==> config.mk <==
export PLATFORM = sky130hd
export DESIGN_NAME = rcv_block
export DESIGN_NICKNAME = d
export VERILOG_FILES = /design/src/rtl/rcv_pkg.sv /design/src/rtl/rcv_phy.sv /design/src/rtl/rcv_block.sv
export SDC_FILE = /design/constraint.sdc
export NUM_CORES = 1
export LEC_CHECK = 0
export ABC_AREA = 1
export CORE_MARGIN = 2
export CORE_UTILIZATION = 59
export DETAILED_ROUTE_END_ITERATION = 8
export DONT_BUFFER_PORTS = 1
export GPL_TIMING_DRIVEN = 0
export HOLD_SLACK_MARGIN = 0.1
export PLACE_DENSITY = 0.75
export SYNTH_ARGS = -nofsm -noshare
export SYNTH_HDL_FRONTEND = slang
export SYNTH_HIERARCHICAL = 1
export SYNTH_SLANG_ARGS = --single-unit
==> constraint.sdc <==
create_clock -name clk -period 3.25 [get_ports clk]
set_input_delay 0.325 -clock clk [delete_from_list [all_inputs] [get_ports clk]]
set_output_delay 0.325 -clock clk [all_outputs]
set_load 0.02 [all_outputs]
==> src/rtl/rcv_pkg.sv <==
// rcv_pkg: shared constants for the full-speed USB receiver.
//   - PID codes and PID classification helper
//   - SYNC pattern, FSM state encodings, default payload limit
package rcv_pkg;

  localparam int         USB_FS_MHZ      = 12;
  localparam int         MAX_PAYLOAD_DEF = 64;
  localparam logic [7:0] SYNC_BYTE       = 8'h80;

  localparam logic [3:0] PID_OUT   = 4'b0001;
  localparam logic [3:0] PID_IN    = 4'b1001;
  localparam logic [3:0] PID_DATA0 = 4'b0011;
  localparam logic [3:0] PID_DATA1 = 4'b1011;
  localparam logic [3:0] PID_ACK   = 4'b0010;
  localparam logic [3:0] PID_NAK   = 4'b1010;
  localparam logic [3:0] PID_STALL = 4'b1110;

  localparam logic [2:0] ST_IDLE     = 3'd0;
  localparam logic [2:0] ST_SYNC     = 3'd1;
  localparam logic [2:0] ST_PID      = 3'd2;
  localparam logic [2:0] ST_TOKEN    = 3'd3;
  localparam logic [2:0] ST_HSHAKE   = 3'd4;
  localparam logic [2:0] ST_DATA     = 3'd5;
  localparam logic [2:0] ST_ERR_WAIT = 3'd6;
  localparam logic [2:0] ST_EOP_WAIT = 3'd7;

  typedef enum logic [1:0] {
    PKT_TOKEN,
    PKT_DATA,
    PKT_HSHAKE,
    PKT_NONE
  } pkt_class_t;

  function automatic pkt_class_t pid_class(input logic [3:0] pid);
    case (pid)
      PID_OUT, PID_IN:             pid_class = PKT_TOKEN;
      PID_DATA0, PID_DATA1:        pid_class = PKT_DATA;
      PID_ACK, PID_NAK, PID_STALL: pid_class = PKT_HSHAKE;
      default:                     pid_class = PKT_NONE;
    endcase
  endfunction

endpackage

==> src/rtl/rcv_phy.sv <==
// rcv_phy: line front end of the USB receiver.
//   Synchronizes D+/D-, re-times the bit clock on every D+ edge, samples at
//   mid-bit, NRZI-decodes, detects SE0 (EOP) and assembles bytes LSB-first.
// Build option: RCV_BIT_UNSTUFF_EN drops the bit following six decoded 1s
//   and flags stuff_err if that bit is a 1.
// Ports:
//   clk, n_rst      clock, synchronous active-high reset
//   d_plus, d_minus raw asynchronous line pair
//   clr             restart byte assembly (packet start)
//   bit_valid/rx_bit one-cycle decoded data bit
//   byte_done       one-cycle pulse, rx_byte holds the completed byte
//   eop             one-cycle pulse for an SE0 sample
//   stuff_err       stuffing violation pulse
//   k_start         first J->K transition (D+ falls, D- high)
//   line_j          line currently at J
//   bit_cnt_nz      a partial byte is in the shift register
module rcv_phy
  import rcv_pkg::*;
#(
  parameter int CLK_FREQ_MHZ = 100
) (
  input  logic       clk,
  input  logic       n_rst,
  input  logic       d_plus,
  input  logic       d_minus,
  input  logic       clr,
  output logic       bit_valid,
  output logic       rx_bit,
  output logic       byte_done,
  output logic       eop,
  output logic       stuff_err,
  output logic       k_start,
  output logic       line_j,
  output logic       bit_cnt_nz,
  output logic [7:0] rx_byte
);

  // Bit period is not an integer number of clocks; every third interval is
  // one clock longer so the sample point stays centred between edges.
  localparam int         BIT_CLKS   = CLK_FREQ_MHZ / USB_FS_MHZ;
  localparam logic [3:0] LOAD_HALF  = 4'(BIT_CLKS / 2 - 1);
  localparam logic [3:0] LOAD_SHORT = 4'(BIT_CLKS - 1);
  localparam logic [3:0] LOAD_LONG  = 4'(BIT_CLKS);

  logic       dp_s1, dp_s2, dm_s1, dm_s2, dp_prev, prev_level;
  logic [3:0] tmr;
  logic [1:0] phase;
  logic [2:0] bit_cnt;
  logic [7:0] shreg;
  logic       dp_edge, sample, se0, nrzi_bit, keep_bit;

  assign dp_edge    = dp_s2 ^ dp_prev;
  assign sample     = !dp_edge && (tmr == 4'd0);
  assign se0        = !dp_s2 && !dm_s2;
  assign nrzi_bit   = (dp_s2 == prev_level);
  assign k_start    = dp_edge && !dp_s2 && dm_s2;
  assign line_j     = dp_s2 && !dm_s2;
  assign bit_cnt_nz = (bit_cnt != 3'd0);
  assign rx_byte    = shreg;

`ifdef RCV_BIT_UNSTUFF_EN
  logic [2:0] ones;
  assign keep_bit = (ones != 3'd6);

  always_ff @(posedge clk) begin
    if (n_rst) begin
      ones      <= 3'd0;
      stuff_err <= 1'b0;
    end else begin
      stuff_err <= 1'b0;
      if (clr) begin
        ones <= 3'd0;
      end else if (sample && !se0) begin
        if (ones == 3'd6) begin
          ones      <= 3'd0;
          stuff_err <= nrzi_bit;
        end else if (nrzi_bit) begin
          ones <= ones + 3'd1;
        end else begin
          ones <= 3'd0;
        end
      end
    end
  end
`else
  assign keep_bit  = 1'b1;
  assign stuff_err = 1'b0;
`endif

  always_ff @(posedge clk) begin
    if (n_rst) begin
      dp_s1      <= 1'b1;
      dp_s2      <= 1'b1;
      dp_prev    <= 1'b1;
      dm_s1      <= 1'b0;
      dm_s2      <= 1'b0;
      prev_level <= 1'b1;
      tmr        <= 4'd0;
      phase      <= 2'd0;
      bit_cnt    <= 3'd0;
      shreg      <= 8'd0;
      bit_valid  <= 1'b0;
      rx_bit     <= 1'b0;
      byte_done  <= 1'b0;
      eop        <= 1'b0;
    end else begin
      dp_s1     <= d_plus;
      dp_s2     <= dp_s1;
      dm_s1     <= d_minus;
      dm_s2     <= dm_s1;
      dp_prev   <= dp_s2;
      bit_valid <= 1'b0;
      byte_done <= 1'b0;
      eop       <= 1'b0;

      if (dp_edge) begin
        tmr   <= LOAD_HALF;
        phase <= 2'd0;
      end else if (tmr == 4'd0) begin
        tmr   <= (phase == 2'd2) ? LOAD_LONG : LOAD_SHORT;
        phase <= (phase == 2'd2) ? 2'd0 : phase + 2'd1;
      end else begin
        tmr <= tmr - 4'd1;
      end

      if (sample) begin
        if (se0) begin
          eop <= 1'b1;
        end else begin
          prev_level <= dp_s2;
          if (keep_bit) begin
            bit_valid <= 1'b1;
            rx_bit    <= nrzi_bit;
            shreg     <= {nrzi_bit, shreg[7:1]};
            bit_cnt   <= bit_cnt + 3'd1;
            byte_done <= (bit_cnt == 3'd7);
          end
        end
      end

      if (clr) bit_cnt <= 3'd0;
    end
  end

endmodule

==> src/rtl/rcv_block.sv <==
// rcv_block: full-speed USB device receiver (top).
//   Checks SYNC/PID, validates token address/endpoint, streams data payload
//   to the RX FIFO through a two-byte hold pipeline that strips CRC16.
// Build option: RCV_BIT_UNSTUFF_EN enables bit unstuffing in rcv_phy.
// Ports:
//   clk, n_rst          clock, synchronous active-high reset
//   d_plus, d_minus     raw USB line pair
//   buffer_occupancy    RX FIFO byte count
//   rx_error            last packet malformed/rejected
//   rx_transfer_active  packet in progress
//   flush               one-cycle FIFO clear (data PID seen)
//   rx_data_ready       last data packet wrote at least one byte
//   rx_packet           last accepted PID, 0 if invalid
//   w_enable, rcv_data  FIFO write strobe and byte
//
// state     | meaning
// IDLE      | line idle, waiting for first K
// SYNC      | checking sync bits serially
// PID       | waiting for PID byte
// TOKEN     | collecting address/endpoint bytes
// HSHAKE    | handshake, no bytes expected
// DATA      | payload streaming through hold pipeline
// ERR_WAIT  | packet rejected, ignore until EOP
// EOP_WAIT  | EOP seen, wait for J
module rcv_block
  import rcv_pkg::*;
#(
  parameter logic [6:0] DEV_ADDR     = 7'd1,
  parameter logic [3:0] DEV_ENDP     = 4'd1,
  parameter int         MAX_PAYLOAD  = MAX_PAYLOAD_DEF,
  parameter int         CLK_FREQ_MHZ = 100
) (
  input  logic       clk,
  input  logic       n_rst,
  input  logic       d_plus,
  input  logic       d_minus,
  input  logic [6:0] buffer_occupancy,
  output logic       rx_error,
  output logic       rx_transfer_active,
  output logic       flush,
  output logic       rx_data_ready,
  output logic [3:0] rx_packet,
  output logic       w_enable,
  output logic [7:0] rcv_data
);

  localparam logic [6:0] MAX_P7 = 7'(MAX_PAYLOAD);

  logic       bit_valid, rx_bit, byte_done, eop, stuff_err, k_start, line_j, bit_cnt_nz;
  logic [7:0] rx_byte;
  logic       clr;

  logic [2:0] state;
  logic [2:0] sync_idx;
  logic [1:0] tok_cnt;
  logic [7:0] tok_b0, tok_b1;
  logic [7:0] hold0, hold1;
  logic [1:0] hcnt;
  logic [6:0] pay_cnt;

  pkt_class_t pcls;
  logic       pid_ok, tok_match, write_blocked, receiving;

  rcv_phy #(.CLK_FREQ_MHZ(CLK_FREQ_MHZ)) u_phy (
    .clk       (clk),
    .n_rst     (n_rst),
    .d_plus    (d_plus),
    .d_minus   (d_minus),
    .clr       (clr),
    .bit_valid (bit_valid),
    .rx_bit    (rx_bit),
    .byte_done (byte_done),
    .eop       (eop),
    .stuff_err (stuff_err),
    .k_start   (k_start),
    .line_j    (line_j),
    .bit_cnt_nz(bit_cnt_nz),
    .rx_byte   (rx_byte)
  );

  assign clr           = (state == ST_IDLE) && k_start;
  assign pcls          = pid_class(rx_byte[3:0]);
  assign pid_ok        = (rx_byte[7:4] == ~rx_byte[3:0]) && (pcls != PKT_NONE);
  // tok_cnt saturates at 3, so any count other than exactly 2 fails here
  assign tok_match     = (tok_cnt == 2'd2) && (tok_b0[6:0] == DEV_ADDR) &&
                         ({tok_b1[2:0], tok_b0[7]} == DEV_ENDP);
  assign write_blocked = (pay_cnt == MAX_P7) || (buffer_occupancy >= MAX_P7);
  assign receiving     = (state == ST_SYNC) || (state == ST_PID) || (state == ST_TOKEN) ||
                         (state == ST_HSHAKE) || (state == ST_DATA);

  always_ff @(posedge clk) begin
    if (n_rst) begin
      state              <= ST_IDLE;
      sync_idx           <= 3'd0;
      tok_cnt            <= 2'd0;
      tok_b0             <= 8'd0;
      tok_b1             <= 8'd0;
      hold0              <= 8'd0;
      hold1              <= 8'd0;
      hcnt               <= 2'd0;
      pay_cnt            <= 7'd0;
      rx_error           <= 1'b0;
      rx_transfer_active <= 1'b0;
      flush              <= 1'b0;
      rx_data_ready      <= 1'b0;
      rx_packet          <= 4'd0;
      w_enable           <= 1'b0;
      rcv_data           <= 8'd0;
    end else begin
      w_enable <= 1'b0;
      flush    <= 1'b0;

      case (state)
        ST_IDLE: begin
          if (k_start) begin
            state              <= ST_SYNC;
            sync_idx           <= 3'd0;
            rx_transfer_active <= 1'b1;
            rx_error           <= 1'b0;
            rx_data_ready      <= 1'b0;
            rx_packet          <= 4'd0;
          end
        end

        ST_SYNC: begin
          if (eop) begin
            rx_error           <= 1'b1;
            rx_transfer_active <= 1'b0;
            state              <= ST_EOP_WAIT;
          end else if (bit_valid) begin
            if (rx_bit != SYNC_BYTE[sync_idx]) begin
              rx_error <= 1'b1;
              state    <= ST_ERR_WAIT;
            end else if (sync_idx == 3'd7) begin
              state <= ST_PID;
            end
            sync_idx <= sync_idx + 3'd1;
          end
        end

        ST_PID: begin
          if (eop) begin
            rx_error           <= 1'b1;
            rx_transfer_active <= 1'b0;
            state              <= ST_EOP_WAIT;
          end else if (byte_done) begin
            if (pid_ok) begin
              rx_packet <= rx_byte[3:0];
              tok_cnt   <= 2'd0;
              hcnt      <= 2'd0;
              pay_cnt   <= 7'd0;
              case (pcls)
                PKT_TOKEN: state <= ST_TOKEN;
                PKT_DATA: begin
                  state <= ST_DATA;
                  flush <= 1'b1;
                end
                default:   state <= ST_HSHAKE;
              endcase
            end else begin
              rx_packet <= 4'd0;
              rx_error  <= 1'b1;
              state     <= ST_ERR_WAIT;
            end
          end
        end

        ST_TOKEN: begin
          if (eop) begin
            rx_transfer_active <= 1'b0;
            state              <= ST_EOP_WAIT;
            if (!tok_match || bit_cnt_nz) rx_error <= 1'b1;
          end else if (byte_done) begin
            if (tok_cnt == 2'd0) tok_b0 <= rx_byte;
            if (tok_cnt == 2'd1) tok_b1 <= rx_byte;
            if (tok_cnt != 2'd3) tok_cnt <= tok_cnt + 2'd1;
          end
        end

        ST_HSHAKE: begin
          if (eop) begin
            rx_transfer_active <= 1'b0;
            state              <= ST_EOP_WAIT;
            if (bit_cnt_nz) rx_error <= 1'b1;
          end else if (byte_done) begin
            rx_error <= 1'b1;
            state    <= ST_ERR_WAIT;
          end
        end

        ST_DATA: begin
          if (eop) begin
            rx_transfer_active <= 1'b0;
            state              <= ST_EOP_WAIT;
            rx_data_ready      <= (pay_cnt != 7'd0);
            if ((hcnt != 2'd2) || bit_cnt_nz) rx_error <= 1'b1;
          end else if (byte_done) begin
            // The two most recent bytes stay held; at EOP they are the CRC16.
            if (hcnt == 2'd2) begin
              if (write_blocked) begin
                rx_error <= 1'b1;
              end else begin
                rcv_data <= hold0;
                w_enable <= 1'b1;
                pay_cnt  <= pay_cnt + 7'd1;
              end
              hold0 <= hold1;
              hold1 <= rx_byte;
            end else if (hcnt == 2'd1) begin
              hold1 <= rx_byte;
              hcnt  <= 2'd2;
            end else begin
              hold0 <= rx_byte;
              hcnt  <= 2'd1;
            end
          end
        end

        ST_ERR_WAIT: begin
          if (eop) begin
            rx_transfer_active <= 1'b0;
            state              <= ST_IDLE;
          end
        end

        ST_EOP_WAIT: begin
          if (line_j) state <= ST_IDLE;
        end

        default: state <= ST_IDLE;
      endcase

      if (stuff_err && receiving) begin
        rx_error <= 1'b1;
        state    <= ST_ERR_WAIT;
      end
    end
  end

endmodule

==> results.json, run 1 <==
{
  "status": "complete, no violations",
  "finalHoldViolCount": 0,
  "power_density_mw_per_mm2": 617,
  "whs_path_depth": 3,
  "synth_xor_xnor_area_share_pct": 1.78,
  "placed_cell_area_mm2": 0.00456,
  "finalSetupTns_ns": 0,
  "maxSlewHeadroom_pct": 58.0,
  "worst_skew_pair.late_latency_ns": 0.36,
  "highest_fanout_seen_on_the_critical_path": 10,
  "cap_viol_max_count": 0,
  "r2r_cells": 9,
  "hold_path.startpoint": "buffer_occupancy[6]",
  "final.period_utilization_pct": 59.4,
  "grt_antenna_before_repair": 0,
  "synth.area.top_cells": "dfxtp_1 40%, nand2_1 11%, nor2_1 7.3%, inv_1 6.4%, a21oi_1 5.0%",
  "worst_pin_slew_ns": 0.630,
  "clk_pin_slew_worst_paths_ns": 0.09,
  "synth_mux_area_share_pct": 0,
  "maxClockFrequency_mhz": 518,
  "synth_most_common_cell": "nand2_1",
  "ys_dominant_reg_cell": "dfxtp_1",
  "critical_path_required_ns": 3.55,
  "synth_fa_ha_area_share_pct": 4.23,
  "r2r_slack_ns": 1.32,
  "num_rows": 31,
  "io_pins": 28,
  "tritoncts": "done",
  "p_leak_uw": 0.00199,
  "synth_commonest_cells": "136 x nand2_1, 88 x dfxtp_1, 86 x nor2_1, 76 x inv_1, 44 x a21oi_1",
  "worstSetupPathType": "reg2reg",
  "fin_skew_ns": 0.0118,
  "whs_endpoint": "w_enable",
  "min_path_type": "in2reg",
  "mean_syn_cell_area_um2": 7.03,
  "design.final.nets": 671,
  "grt.total_usage_pct": 24.9,
  "slew_violations": 0,
  "num_antenna_cells": 0,
  "synthesis.area_mm2": 0.00444,
  "final_layout_size_suffix_gt1_share_pct": 9.10,
  "r2r_end": "rcv_data[5]",
  "cts.repair.resized": 0,
  "area_growth_syn_to_layout_pct": 7.86,
  "post-synth-top-area-fraction_pct": 39.7,
  "yosysWarningCount": 6,
  "drt_pre_antenna_iters": 5,
  "timing.final.setup_violations": 0,
  "h_tree_levels": 3,
  "cts-root-to-sink-buffers": 2,
  "global_route.usage.met1_pct": 32.7,
  "ctsHoldBuffers": 2,
  "timing.rr.start": "hcnt[0]",
  "drt-total-wl_um": 9870,
  "cts_num_sinks": 88,
  "routabilityCongestion": 0.959,
  "post-route-min-period_ns": 1.93,
  "synth_simple_gate_area_share_pct": 29.9,
  "floorplan.initialDensity_pct": 61.2,
  "hpwl_um": 7260,
  "ys_async_sr_fraction_pct": 0,
  "clock_tree.root_cell": "clkbuf_8",
  "die_height_um": 90.8,
  "crit_path_end_kind": "flip-flop",
  "fp.dieW_um": 90.8,
  "crit_path_arrival_time_ns": 2.23,
  "tritoncts.num_buffers": 9,
  "synth.ff_latch_count": 88,
  "largest_net_degree_at_the_start_of_global_routing": 15,
  "rsz0062_at_grt": "no",
  "synth_cell_type_count": 40,
  "fill_cell_instance_count_of_the_final_layout": 677,
  "synth_edf_count": 0,
  "grt.met2_usage_pct": 39.7,
  "ir_drop_v": 0.000343,
  "placeableCoreArea_mm2": 0.00725,
  "postSynthNetCount": 658,
  "wl_per_cell_um": 13.2,
  "synth_top_family_by_area": "simple AND/OR/NAND/NOR gates",
  "syn_inst": 632,
  "floorplan_die_area_mm2": 0.00824,
  "synth-seq-area-share_pct": 39.7,
  "detail_route.iter0.violations": 330,
  "synth.largest_area_cell": "dfxtp_1",
  "placement.io_buffers": 0,
  "critical_path.startpoint_type": "flip-flop",
  "synth_compound_area_share_pct": 13.9,
  "grt.overflow.total": 0,
  "groute.layer.met3.usage_pct": 5.68,
  "final_area_mm2": 0.00479,
  "vias": 4008,
  "drc_errors": 0,
  "first_global_vias": 3681,
  "drt.antenna.violating_nets": 0,
  "postCtsSetupRepairBufs": 0,
  "grt.busiest_layer": "met2",
  "vias_per_cell": 5.37,
  "grt_first_pass_wirelength_um": 16700,
  "setup.worst_path.start": "hcnt[0]"
}
[power by group]
part / switching [uW] / internal (uW)
clock network: 380 / 426
logic: 573 / 313
registers: 98.9 / 1170
[state kept, by name, summed over array words and instances, names as in the netlist, 2 cells and up, named ones only]
register,flops
hold0,8
hold1,8
rcv_data,8
tok_b0,8
pay_cnt,7
u_phy/rx_byte,7
rx_packet,4
u_phy/tmr,4
state,3
sync_idx,3
tok_b1,3
u_phy/bit_cnt,3
hcnt,2
tok_cnt,2
u_phy/phase,2
[worst max path at each step]
stage / depth (start not counted) / slack, ns / endpoint
floorplan: 10 / 1.67 / rcv_data[5]
global placement: 9 / 1.33 / rcv_data[6]
detailed placement: 9 / 1.32 / rcv_data[5]
CTS: 9 / 1.30 / rcv_data[5]
global route: 9 / 1.06 / rcv_data[6]
finish: 9 / 1.32 / rcv_data[5]
[metal layers]
layer	share of wire [%]	wire length, um
met3	6.6	653
met5	0	0
met4	2.6	257
met2	45	4450
met1	46	4510
[layout make-up]
type | count | area [um2] | area share, %
buffer | 25 | 144 | 3.00
sequential | 88 | 1760 | 36.8
tap | 99 | 124 | 2.59
clock buffer | 9 | 124 | 2.59
timing repair buffer | 2 | 20.0 | 0.418
multi-input combinational | 434 | 2220 | 46.3
inverter | 85 | 319 | 6.66
clock inverter | 5 | 81.3 | 1.70
[metrics by stage]
step	utilization (%)	hold slack [ns]	power (uW)	cells	worst slack (ns)
2_1_floorplan	-	0.388	1970	632	1.67
3_3_place_gp	62.9	0.391	2120	731	1.33
3_5_place_dp	62.9	0.403	2160	731	1.32
4_1_cts	66.0	0.253	2970	747	1.30
5_1_grt	66.0	0.270	3160	747	1.06
6_report	66.0	0.271	2960	747	1.32
[placed cells by master (no fill, tap or decap), drive strengths merged]
cell,synthesis,routed
a211oi,8,8
a21oi,45,45
a31oi,8,8
and3,1,1
buf,15,15
bufinv,0,2
clkbuf,10,19
clkinv,0,1
clkinvlp,0,1
conb,1,1
dfxtp,88,88
dlygate4sd3,0,2
ha,15,15
inv,85,86
nand2,140,140
nand3,39,39
nand3b,3,3
nand4,8,8
nor2,91,91
nor3,10,10
nor3b,2,2
nor4,2,2
o211ai,1,1
o21a,3,3
o21ai,42,42
o21bai,1,1
o221a,1,1
or2,4,4
xnor2,4,4
xor2,5,5
[critical path: stages (launching register included)]
cell and delay (ns):
dfxtp_1 0.37, inv_1 0.06, ha_1 0.20, inv_1 0.07
clkbuf_1 0.39, nor2_1 0.10, nand3_1 0.22, buf_2 0.25
o21ai_0 0.09, a21oi_1 0.13
[cell families after synthesis]
logic type	Yosys count
AND/OR/NAND/NOR	300
buffers and inverters	110
AO/OA/AOI/OAI	109
flip-flops	88
adder cells (fa/ha/maj)	15
XOR/XNOR	9
other	1
No activity file was read; power rests on OpenSTA's default activity.
==> inputs of run 2 (changes only) <==
- clock period: 3.25 -> 1.8 ns (I/O delays scaled with it)
==> run 2 against run 1 <==
  * Clock skew about the same
  * Flip-flop and latch count did not move
  * Register-to-register slack worse by 1.3 ns
  * Routed wire length is 6.7% higher
  * Critical path depth down 1
  * Clock-buffer cell count did not move
  * Setup slack lost 1.3 ns
  * Combinational power grew 110%
  * Sequential power increased by 83%
  * Non-clock buffer count up 14
  * Sequential share of layout area down 1.5 points
  * Clock power is 81% higher
==> results.json, run 2 (synthesis gave the netlist of run 1 again) <==
{
  "multi_input_area_mm2": 0.00231,
  "highest_fanout_seen_on_the_critical_path": 6,
  "tritoncts": "done",
  "detail_route.iter0.violations": 256,
  "setup.worst_path.start": "u_phy/rx_byte[5]",
  "num_antenna_cells": 0,
  "p_int_uw": 3590,
  "tritoncts.num_buffers": 9,
  "most_frequent_standard_cell_in_the_layout_excluding_fill_and_tap_cells": "nand2_1",
  "timing.final.setup_violations": 0,
  "fin_skew_ns": 0.0117,
  "h_tree_levels": 3,
  "post-place-ws_ns": -0.133,
  "vias_per_cell": 5.43,
  "grt.overflow.total": 0,
  "slew_violations": 0,
  "fill_cell_instance_count_of_the_final_layout": 628,
  "combinational_fraction_of_design_power_pct": 33.2,
  "drt-total-wl_um": 10500,
  "crit_path_arrival_time_ns": 2.03,
  "placement.io_buffers": 0,
  "worstSetupPathType": "reg2reg",
  "critical_path.startpoint_type": "flip-flop",
  "fp.dieW_um": 90.8,
  "worst_skew_pair.late_latency_ns": 0.36,
  "fin_ws_ns": 0.0614,
  "worst_pin_slew_ns": 0.666,
  "clk_pin_slew_worst_paths_ns": 0.09,
  "grt_first_pass_wirelength_um": 16900,
  "relative_contribution_of_sequential_cells_to_total_power_pct": 40.9,
  "rsz0062_at_grt": "yes",
  "maxClockFrequency_mhz": 575,
  "cts_num_sinks": 88,
  "num_rows": 31,
  "cap_viol_max_count": 0,
  "io_pins": 28,
  "final.period_utilization_pct": 96.6,
  "final_layout_size_suffix_gt1_share_pct": 16.3,
  "ir_drop_v": 0.000638,
  "maxSlewHeadroom_pct": 55.6,
  "layout.area.seq_mm2": 0.00178,
  "relative_contribution_of_the_clock_network_to_total_power_pct": 25.9,
  "power.share.switching_pct": 36.3,
  "floorplan.initialDensity_pct": 61.2,
  "final_area_mm2": 0.00506,
  "routabilityCongestion": 0.959,
  "switching_power_uw": 2050,
  "timing.rr.start": "u_phy/rx_byte[5]",
  "hold_path.startpoint": "buffer_occupancy[6]",
  "p_leak_uw": 0.00211,
  "cts-root-to-sink-buffers": 2,
  "hpwl_um": 7260,
  "vias": 4130,
  "status": "complete, no violations",
  "placeableCoreArea_mm2": 0.00725,
  "placed_cell_area_mm2": 0.00456,
  "grt_antenna_before_repair": 0,
  "floorplan_die_area_mm2": 0.00824,
  "critical_path_required_ns": 2.09,
  "wl_per_cell_um": 13.8,
  "mostFrequentLayoutCells": "134 x nand2_1, 79 x nor2_1, 77 x dfxtp_1",
  "area_growth_syn_to_layout_pct": 13.9,
  "drt_pre_antenna_iters": 5,
  "first_global_vias": 3740,
  "finalHoldViolCount": 0,
  "grt.total_usage_pct": 25.3,
  "design.final.nets": 685,
  "post-route-min-period_ns": 1.74,
  "crit_path_end_kind": "flip-flop",
  "drt.antenna.violating_nets": 0,
  "largest_net_degree_at_the_start_of_global_routing": 15,
  "min_path_type": "in2reg",
  "drc_errors": 0,
  "clock_tree.root_cell": "clkbuf_8",
  "die_height_um": 90.8,
  "power_density_mw_per_mm2": 1110
}
[run 2: changes by cell type in the layout (fill, tap and decap cells not counted), sizes merged]
cell and change:
inv -1, clkinv +1, buf +14
[run 2: metal layers]
metal  part of all wire [%]  track usage, %  up-vias  routed length [um]
li1                       -               -     2072                   -
met1                     45            32.8     1901                4740
met2                     46            40.7      139                4850
met3                    6.7            5.76       18                 709
met4                    2.2            10.0        0                 228
met5                      0               0        -                   0
[run 2: cell type report]
type	instances	area share, %
flip-flops and latches	88	35.3
well taps	99	2.45
plain buffers	25	3.51
repair buffers	16	2.57
clock inverters	5	1.61
clock buffers	9	2.45
inverters	85	6.41
multi-input cells	434	45.7
[run 2: through the flow]
| step | hold WS [ns] | TNS [ns] | util [%] | total power [uW] | std cells |
|---|---|---|---|---|---|
| after CTS | 0.108 | 0 | 67.2 | 5440 | 753 |
| after floorplan | 0.284 | 0 | - | 3550 | 632 |
| final | 0.146 | 0 | 69.7 | 5640 | 761 |
| after global placement | 0.287 | -0.675 | 62.9 | 3840 | 731 |
| after detailed placement | 0.288 | -0.886 | 62.9 | 3900 | 731 |
| after global routing | 0.144 | -0.177 | 69.7 | 5970 | 761 |
[run 2: worst paths after layout]
kind | cells past startpoint | slack (ns) | to
min | 3 | 0.15 | w_enable
max | 8 | 0.06 | pay_cnt[3]
min reg2reg | 2 | 0.42 | u_phy/dm_s2
max reg2reg | 8 | 0.06 | pay_cnt[3]
[run 2: worst max-delay path, stage by stage (launching register included)]
cell	delay, ns
dfxtp_1	0.48
xor2_2	0.18
nand2_1	0.11
nor2_4	0.14
nand2_4	0.08
o21ai_4	0.27
buf_6	0.17
nand3_1	0.07
a21oi_1	0.17
[run 2: power groups by stage]
stage / Sequential (uW) / Combinational (uW) / Clock, uW
after floorplan: 2270 / 1290 / 0
after global routing: 2320 / 2090 / 1560
after CTS: 2290 / 1660 / 1490
final: 2300 / 1870 / 1460
after global placement: 2310 / 1520 / 0
after detailed placement: 2320 / 1580 / 0
[run 2: timing repair]
action,4_1_cts,5_1_grt
pin swaps,3,15
hold buffers,2,0
setup buffers,5,7
gates cloned,1,1
endpoints found under the hold margin,2,0
endpoints found under the setup margin,26,39
gates resized for setup,17,52
